--- src/rtl/alu_pkg.sv ---
// alu_pkg: ALUControl codes, FSM state type and shift-code helper shared by the ALU blocks
package alu_pkg;
  localparam logic [3:0] ALU_AND  = 4'b0000;
  localparam logic [3:0] ALU_OR   = 4'b0001;
  localparam logic [3:0] ALU_ADD  = 4'b0010;
  localparam logic [3:0] ALU_XOR  = 4'b0011;
  localparam logic [3:0] ALU_SLL  = 4'b0100;
  localparam logic [3:0] ALU_SLTU = 4'b0101;
  localparam logic [3:0] ALU_SUBS = 4'b0110;
  localparam logic [3:0] ALU_SUB  = 4'b0111;
  localparam logic [3:0] ALU_SRL  = 4'b1000;
  localparam logic [3:0] ALU_LUI  = 4'b1001;
  localparam logic [3:0] ALU_SLT  = 4'b1010;
  localparam logic [3:0] ALU_SRA  = 4'b1100;
  typedef enum logic [1:0] {IDLE, SHIFT, DONE} state_t;
  function automatic logic is_shift(input logic [3:0] op);
    return op == ALU_SLL || op == ALU_SRL || op == ALU_SRA;
  endfunction
endpackage

--- src/rtl/alu_core.sv ---
// alu_core: combinational non-shift ALU datapath and the branch less-than flag
module alu_core import alu_pkg::*; (
  input  logic [3:0]  op,
  input  logic [31:0] a,
  input  logic [31:0] b,
  output logic [31:0] y,
  output logic        lt
);
  logic ltu, lts;
  assign ltu = a < b;
  assign lts = $signed(a) < $signed(b);
  assign lt  = op == ALU_SUBS ? lts : ltu;
  always_comb begin
    y = op == ALU_AND  ? a & b :
        op == ALU_OR   ? a | b :
        op == ALU_ADD  ? a + b :
        op == ALU_XOR  ? a ^ b :
        op == ALU_SUB || op == ALU_SUBS ? a - b :
        op == ALU_SLTU ? {31'd0, ltu} :
        op == ALU_SLT  ? {31'd0, lts} :
        op == ALU_LUI  ? b : 32'd0;
  end
endmodule

--- src/rtl/alu_iter.sv ---
// alu_iter: handshaked ALU with a bit-serial shifter; define ALU_FAST_SHIFT_EN for a single-cycle barrel shifter
module alu_iter import alu_pkg::*; (
  input  logic        clk,
  input  logic        reset,
  input  logic        in_valid,
  output logic        in_ready,
  input  logic [3:0]  ALUControl,
  input  logic [31:0] SrcA,
  input  logic [31:0] SrcB,
  input  logic        Con_beq,
  input  logic        Con_bnq,
  input  logic        Con_blt,
  input  logic        Con_bgt,
  output logic        out_valid,
  input  logic        out_ready,
  output logic [31:0] ALUResult,
  output logic        Zero,
  output logic        BranchTaken,
  output logic        busy
);
  state_t state, nxt;
  logic [31:0] res, y, load, stepped;
  logic [3:0] con;
  logic lt, lt_q, fire, to_shift, last;
  alu_core u_core (.op(ALUControl), .a(SrcA), .b(SrcB), .y(y), .lt(lt));
  assign fire = in_valid && state == IDLE;
`ifdef ALU_FAST_SHIFT_EN
  logic [31:0] shifted;
  assign shifted  = ALUControl == ALU_SLL ? SrcA << SrcB[4:0] :
                    ALUControl == ALU_SRL ? SrcA >> SrcB[4:0] : $signed(SrcA) >>> SrcB[4:0];
  assign load     = is_shift(ALUControl) ? shifted : y;
  assign to_shift = 1'b0;
  assign last     = 1'b1;
  assign stepped  = res;
`else
  logic [4:0] cnt;
  logic [3:0] op_q;
  // shifts start from SrcA and move one bit per SHIFT cycle
  assign load     = is_shift(ALUControl) ? SrcA : y;
  assign to_shift = is_shift(ALUControl) && SrcB[4:0] != 5'd0;
  assign last     = cnt == 5'd1;
  assign stepped  = op_q == ALU_SLL ? {res[30:0], 1'b0} :
                    op_q == ALU_SRA ? {res[31], res[31:1]} : {1'b0, res[31:1]};
  always_ff @(posedge clk) begin
    if (reset) begin
      cnt  <= 5'd0;
      op_q <= 4'd0;
    end else if (fire) begin
      cnt  <= SrcB[4:0];
      op_q <= ALUControl;
    end else if (state == SHIFT) begin
      cnt  <= cnt - 5'd1;
    end
  end
`endif
  always_comb begin
    nxt = state;
    case (state)
      IDLE:    nxt = !in_valid ? IDLE : to_shift ? SHIFT : DONE;
      SHIFT:   nxt = last ? DONE : SHIFT;
      DONE:    nxt = out_ready ? IDLE : DONE;
      default: nxt = IDLE;
    endcase
  end
  always_ff @(posedge clk) begin
    if (reset) begin
      state <= IDLE;
      res   <= 32'd0;
      lt_q  <= 1'b0;
      con   <= 4'd0;
    end else begin
      state <= nxt;
      if (fire) begin
        res  <= load;
        lt_q <= lt;
        con  <= {Con_beq, Con_bnq, Con_blt, Con_bgt};
      end else if (state == SHIFT) begin
        res  <= stepped;
      end
    end
  end
  assign in_ready    = state == IDLE;
  assign out_valid   = state == DONE;
  assign busy        = state != IDLE;
  assign ALUResult   = res;
  // flags only mean something once the result is final
  assign Zero        = out_valid && res == 32'd0;
  assign BranchTaken = out_valid && ((con[3] && Zero) || (con[2] && !Zero) || (con[1] && lt_q) || (con[0] && !lt_q));
endmodule

--- config.mk ---
export PLATFORM = sky130hd
export DESIGN_NAME = alu_iter
export DESIGN_NICKNAME = d
export VERILOG_FILES = /design/src/rtl/alu_pkg.sv /design/src/rtl/alu_core.sv /design/src/rtl/alu_iter.sv
export SDC_FILE = /design/constraint.sdc
export NUM_CORES = 1
export LEC_CHECK = 0
export CORE_MARGIN = 2
export CORE_UTILIZATION = 30
export CTS_BUF_LIST = sky130_fd_sc_hd__clkbuf_8
export CTS_CLUSTER_DIAMETER = 200
export DETAILED_ROUTE_END_ITERATION = 7
export PLACE_DENSITY_LB_ADDON = 0.1
export SLEW_MARGIN = 15
export SYNTH_ARGS = -nofsm -noshare
export SYNTH_HDL_FRONTEND = slang
export SYNTH_SLANG_ARGS = --single-unit
--- constraint.sdc ---
create_clock -name clk -period 3.2 [get_ports clk]
set_input_delay 0.64 -clock clk [delete_from_list [all_inputs] [get_ports clk]]
set_output_delay 0.64 -clock clk [all_outputs]
set_load 0.02 [all_outputs]
==> results of run 1 <==
## registers in the layout (all words and copies together) (netlist names)
name       count
con            4
lt_q           1
ALUResult     32
op_q           4
cnt            5
state          2
## logic make-up after synthesis
| kind of cell | count (synthesis) | synth area share |
|---|---|---|
| XOR/XNOR | 34 | 0.0350 |
| adder cells (fa/ha/maj) | 100 | 0.149 |
| multiplexers | 18 | 0.0216 |
| AO/OA/AOI/OAI | 454 | 0.360 |
| buffers and inverters | 193 | 0.0878 |
| flip-flops | 48 | 0.113 |
| AND/OR/NAND/NOR | 443 | 0.234 |
## routing by layer
layer  vias to the layer above  track usage
met5                         -            0
met1                      5568        0.410
met2                       568        0.493
li1                       5498            -
met4                         0       0.0775
met3                        81       0.0428
## cells in the mapped netlist, types with 11 or more instances
master and number:
nor4_1 16, a21oi_1 141, o22ai_1 11, ha_1 98, inv_1 94, o31ai_1 16, o21ai_1 13, mux2i_1 15
a221oi_1 18, nor2_1 124, dfxtp_1 48, clkbuf_1 67, nor2b_1 11, nor3_1 31, a211oi_1 15, a31oi_1 21
o211ai_1 22, nand3_1 44, o21ai_0 72, nand2_1 163, buf_2 15, a22oi_1 11, xnor2_1 25
## metrics by stage
step                       util  TNS (ns)
after floorplan               -         0
after global placement    0.453    -14.39
after detailed placement  0.453    -15.68
after CTS                 0.473   -0.0207
after global routing      0.488   -0.0273
final                     0.488         0
## worst min-delay path: stages, from the launching register on
cell     delay [ns]
dfxtp_1        0.33
nand2_1        0.05
a21oi_1        0.05
## layout make-up
| class | instances | area share |
|---|---|---|
| inverter | 101 | 0.0279 |
| clock inverter | 3 | 0.00662 |
| tap | 378 | 0.0348 |
| timing repair buffer | 498 | 0.303 |
| multi-input combinational | 1049 | 0.552 |
| sequential | 48 | 0.0706 |
| clock buffer | 5 | 0.00506 |
## layout by cell type (no fill, tap or decap), types with 10 or more instances in the layout
cell               n
a211oi_1          12
a21oi_1          128
a21oi_2           14
a221oi_1          12
a22oi_1           10
a31oi_1           18
buf_4            375
clkdlybuf4s50_1   78
dfxtp_1           48
dlymetal6s2s_1    16
ha_1              72
ha_4              21
inv_1             70
inv_2             30
mux2i_1           15
nand2_1          161
nand3_1           43
nor2_1           119
nor3_1            26
nor4_1            11
o211ai_1          22
o21ai_0           68
o21ai_1           15
o22ai_1           11
o31ai_1           13
xnor2_1           24
## final timing paths
kind / to / depth (start not counted) / startpoint / slack [ns]
setup / recovery: ALUResult[30] / 13 / SrcA[21] / 0.08
setup reg to reg: ALUResult[21] / 5 / state[1] / 0.85
hold / removal: con[2] / 2 / con[2] / 0.46
hold reg to reg: con[2] / 2 / con[2] / 0.46
## power by group through the flow
stage                     clock [mW]  combinational, mW  sequential [mW]
after floorplan                    0               1.02            0.782
after global placement             0               2.22            0.741
after detailed placement           0               2.22            0.741
after CTS                      0.674               2.31            0.728
after global routing           0.690               2.61            0.738
final                          0.674               2.45            0.731
## timing repair
action                     CTS  global route
buffers inserted            10             5
pin swaps                   23            52
hold buffers                 0             0
gates cloned                 0             0
setup endpoints to repair   25            25
resized for setup           80           110
==> key figures, run 1 <==
Route
  • Via-to-Cell Ratio: 5.63
  • Final ANT Viol Nets: 0
  • Routed metal-1 wire length: 19900 um
  • Total number of vias: 11.7k
  • DRT Wirelength: 45600 um
  • Iteration-0 DRC Markers: 948
  • Wirelength per Cell: 21.9 um
  • Top sig layer: met4
  • Routed met2 length: 20600 um
  • Drt drc: 0
  • First-pass detailed-route iteration total: 5
  • WL met3: 3880 um

Floorplanning
  • Core area: 27900 um^2
  • DIE HEIGHT: 172 um
  • Die area: 29700 um^2
  • Die X: 172 um
  • FP Rows: 61
  • Initial Util: 0.306
  • IO Count: 113

Critical path
  • Critical path's slowest cell: clkdlybuf4s50_1
  • CP required: 3.44 ns
  • Worst path max stage delay: 0.47 ns
  • Critical path peak fanout: 6
  • Most frequent CP cell: buf_4
  • Startpoint class of the critical path: primary input
  • Critical Path Sink Type: register
  • Setup CP Type: primary input to register
  • Crit path DAT: 3.36 ns
  • Crit path cell chain: clkdlybuf4s50_1 > inv_1 > ha_4 > buf_4 > nor4_1 > buf_4 > a221oi_2 > buf_4 > and3_1 > a21oi_2 > mux2_2 > o22ai_1 > a21oi_1
  • Bufs and invs on worst path: 5
  • CP top delay family: buffers and inverters

Logic synthesis
  • Post-synth ARST share: 0
  • Share of the synthesized area in the top cell type: 0.144
  • Top cells by area, synth: ha_1 (14%), dfxtp_1 (11%), a21oi_1 (8.3%)
  • Number of flops mapped to enable cells by yosys: 0
  • Unique masters post-synth: 88
  • Syn nets: 1466
  • Syn avg cell area: 6.60 um^2
  • Post-synthesis cell area: 8510 um^2
  • Cells after synthesis: 1290
  • Leading area contributor after synthesis: ha_1
  • Ys Warns: 0
  • Sequential fraction of the synthesis area: 0.113
  • Post-synth top flop: dfxtp_1
  • Synth Register Bits: 48

Clocking
  • CTS Buffer Depth: 2
  • CTS Buf Count: 5
  • Root buf cell: clkbuf_8
  • Clock Latency Late Sink: 0.36 ns
  • Clock Pin Slew Worst Setup and Hold Paths: 0.11 ns
  • H-tree Lvls: 2
  • CTS sink cnt: 48
  • CTS tree: built

Power and ir drop
  • Clock power frac: 0.175
  • Sw Share: 0.434
  • Sw Pwr: 1.67 mW
  • Internal power: 2.18 mW
  • Peak supply drop: 0.205 mV
  • Reg power frac: 0.190
  • Total power: 3.86 mW
  • Logic pwr share: 0.636
  • Cell Pwr Density: 283 nW/um^2
  • Leakage: 5.98 nW

Placed design
  • Cells after DPL: 2059
  • Placed standard-cell area: 12600 um^2
  • Gp weighted congestion: 0.953
  • Detail Placement HPWL: 35500 um
  • I/O Buffers: 112
  • Placement Setup Slack: -0.841 ns

Final layout
  • Area grow syn2layout: 59.8%
  • Final Cell Area: 13600 um^2
  • Antenna cell count: 0
  • Sequential Area: 961 um^2
  • Fillers: 2871
  • Layout cells sized above 1: 0.327
  • Fin cells: 2082
  • Nets: 1879
  • Area of the multi-input gates: 7510 um^2

STA
  • Rel. slew slack: 0.320
  • Post-Route Skew: 0.0186 ns
  • Final period util: 0.975
  • Worst hold margin: 0.464 ns
  • Max Freq: 321 MHz
  • Hold Vio Cnt, Final: 0
  • Least-Margin Pin Slew: 1.02 ns
  • Setup ws final: 0.0799 ns
  • Tmin final: 3.12 ns
  • Final setup viols: 0
  • Unrepaired setup endpoints after global routing: yes
  • Pins Over Slew Limit: 0

Job
  • Max Cap Viol: 0

Global route
  • First-pass GRT wire length: 67200 um
  • Vias in the first global route: 11.2k
  • Gr ovfl total: 0
  • Total GRT Usage: 0.300
  • Pin count of the biggest net entering global routing: 40
  • Initial antenna violation count: 0

Worst hold path
  • Hold Crit Class: register to register

Outcome
  • Status: finished, final reports clean
Power figures use the tool's default switching activity.
==> inputs of run 2 (changes only) <==
--- a/config.mk
+++ b/config.mk
@@ -10,8 +10,9 @@
 export CTS_BUF_LIST = sky130_fd_sc_hd__clkbuf_8
 export CTS_CLUSTER_DIAMETER = 200
 export DETAILED_ROUTE_END_ITERATION = 7
-export PLACE_DENSITY_LB_ADDON = 0.1
+export PLACE_DENSITY = 0.47
 export SLEW_MARGIN = 15
 export SYNTH_ARGS = -nofsm -noshare
 export SYNTH_HDL_FRONTEND = slang
+export SYNTH_HIERARCHICAL = 1
 export SYNTH_SLANG_ARGS = --single-unit
==> run 2 against run 1 <==
The run now ends with setup timing left. Critical endpoint is now ALUResult[28]. Final cell count up 0.67%. Clock power down 39%. Routed wire length down 11%. Utilization up 3.6 points. Sequential power down 2%.
==> key figures, run 2 <==
Route
  • Wirelength per Cell: 19.4 um
  • Total number of vias: 11.4k
  • DRT Wirelength: 40600 um
  • Drt drc: 0
  • Iteration-0 DRC Markers: 1033
  • Final ANT Viol Nets: 0
  • Via-to-Cell Ratio: 5.43
  • First-pass detailed-route iteration total: 7

STA
  • Hold Vio Cnt, Final: 0
  • Setup ws final: -0.312 ns
  • Post-Route Skew: 0.00423 ns
  • Max Freq: 285 MHz
  • Unrepaired setup endpoints after global routing: yes
  • Rel. slew slack: 0.575
  • Tmin final: 3.51 ns
  • Final setup viols: 16
  • Final period util: 1.10
  • Least-Margin Pin Slew: 0.638 ns
  • Pins Over Slew Limit: 0

Final layout
  • Commonest non-fill, non-tap cells in the layout: buf_4 (392), nand2_1 (135), a21oi_1 (96)
  • Antenna cell count: 0
  • Commonest non-fill, non-tap cell in the layout: buf_4
  • Largest register FFs: 32
  • Nets: 1894
  • Layout cells sized above 1: 0.427
  • Area grow syn2layout: 71.2%
  • Fin cells: 2096

Global route
  • Initial antenna violation count: 0
  • Total GRT Usage: 0.263
  • Vias in the first global route: 11.3k
  • Pin count of the biggest net entering global routing: 44
  • First-pass GRT wire length: 63500 um
  • Gr ovfl total: 0

Clocking
  • Root buf cell: clkbuf_8
  • CTS sink cnt: 48
  • CTS Buffer Depth: 2
  • Clock Pin Slew Worst Setup and Hold Paths: 0.09 ns
  • Hold-fix buffer count after cts: 0
  • Clock Latency Late Sink: 0.31 ns
  • H-tree Lvls: 2
  • CTS Buf Count: 5
  • CTS tree: built

Logic synthesis
  • Synth Register Bits: 48
  • Unique masters post-synth: 82
  • Top cells by area, synth: ha_1 (14%), dfxtp_1 (11%), a21oi_1 (7.0%)
  • Syn avg cell area: 6.81 um^2
  • Share of the synthesized area in the top cell type: 0.143
  • Leading area contributor after synthesis: ha_1
  • Post-synth ARST share: 0
  • Syn nets: 1437
  • Number of flops mapped to enable cells by yosys: 0
  • Post-synthesis cell area: 8580 um^2
  • Most numerous cell in the Yosys netlist: nand2_1
  • Synth top cells by count: nand2_1 (143), a21oi_1 (120), inv_1 (107)
  • Ys Warns: 6
  • Post-synth top flop: dfxtp_1
  • Cells after synthesis: 1261
  • Sequential fraction of the synthesis area: 0.112

Floorplanning
  • Core area: 28000 um^2
  • Initial Util: 0.306
  • Die area: 30000 um^2
  • IO Count: 113
  • FP Rows: 61
  • Die X: 173 um
  • DIE HEIGHT: 173 um

Power and ir drop
  • Total power: 3.71 mW
  • Leakage: 6.29 nW
  • Cell Pwr Density: 253 nW/um^2
  • Peak supply drop: 0.193 mV

Critical path
  • Worst Reg-to-Reg Cells: 5
  • Setup CP Type: primary input to register
  • Critical Path Sink Type: register
  • Flop2flop setup slack: 1.12 ns
  • CP required: 3.42 ns
  • Crit path DAT: 3.74 ns
  • Startpoint class of the critical path: primary input
  • Critical path peak fanout: 5

Placed design
  • I/O Buffers: 112
  • Detail Placement HPWL: 31100 um
  • Gp weighted congestion: 0.920
  • Cells after DPL: 2029

Worst hold path
  • Hold Crit Class: register to register
  • Worst hold path depth: 2

Outcome
  • Failing checks: setup timing
  • Status: complete, but fails checks

Job
  • Max Cap Viol: 0
-- run 2: logic make-up after synthesis --
| group | Yosys count | synth area share |
|---|---|---|
| compound gates | 493 | 0.393 |
| fa+ha+maj | 100 | 0.148 |
| buf+inv | 203 | 0.0984 |
| simple gates | 393 | 0.224 |
| xor+xnor | 19 | 0.0194 |
| mux | 5 | 0.00583 |
| flops | 48 | 0.112 |
-- run 2: layout make-up --
| class | instances | area [um^2] |
|---|---|---|
| well taps | 378 | 473 |
| fillers | 2784 | 13300 |
| inverters | 107 | 420 |
| multi-input cells | 1010 | 8240 |
| clock buffers | 7 | 96.3 |
| repair buffers | 546 | 4500 |
| flip-flops and latches | 48 | 961 |
-- run 2: power by group --
part           total [mW]  internal (mW)  switching [mW]
logic                2.59           1.26            1.33
clock network       0.410          0.193           0.217
registers           0.713          0.649          0.0633
total                3.71           2.11            1.61
-- run 2: path summary, 6_finish.rpt --
path / end / from
worst min-delay path: con[0] / con[0]
worst max register to register: ALUResult[12] / state[0]
worst max-delay path: ALUResult[28] / SrcB[0]
worst min register to register: con[0] / con[0]
-- run 2: worst max-delay path, stage by stage --
cell       delay (ns)
buf_12           0.11
ha_4             0.16
fa_2             0.42
nor2_4           0.13
o311ai_4         0.13
a2111oi_4        0.49
o21ai_4          0.14
o31ai_4          0.31
a21oi_4          0.11
buf_6            0.15
a21oi_4          0.15
xnor2_1          0.09
a211oi_1         0.22
o21a_1           0.18
a211oi_2         0.04
o31ai_1          0.24
-- run 2: repair_timing --
item                                    CTS  global route
endpoints found under the setup margin   30            27
resized for setup                       382           102
buffers inserted                         53            17
cloned                                    0             0
pin swaps                               134            76
-- run 2: per-stage QoR --
stage | setup TNS [ns] | setup slack (ns) | hold WS [ns] | cell area [um^2] | util
after floorplan | -0.221 | -0.122 | 0.436 | 8690 | -
after global placement | -27.46 | -1.25 | 0.445 | 12700 | 0.454
after detailed placement | -27.94 | -1.32 | 0.450 | 12700 | 0.454
after CTS | -1.69 | -0.279 | 0.462 | 14300 | 0.512
after global routing | -5.38 | -0.419 | 0.494 | 14700 | 0.525
final | -2.54 | -0.312 | 0.463 | 14700 | 0.525
-- run 2: per-layer routing --
layer	global-route usage	share of wire	wire, um	vias up
met2	0.447	0.46	18600	409
met1	0.357	0.46	18800	5396
li1	-	-	-	5494
met3	0.0237	0.053	2170	73
met5	0	0	0	-
met4	0.0671	0.025	1010	0
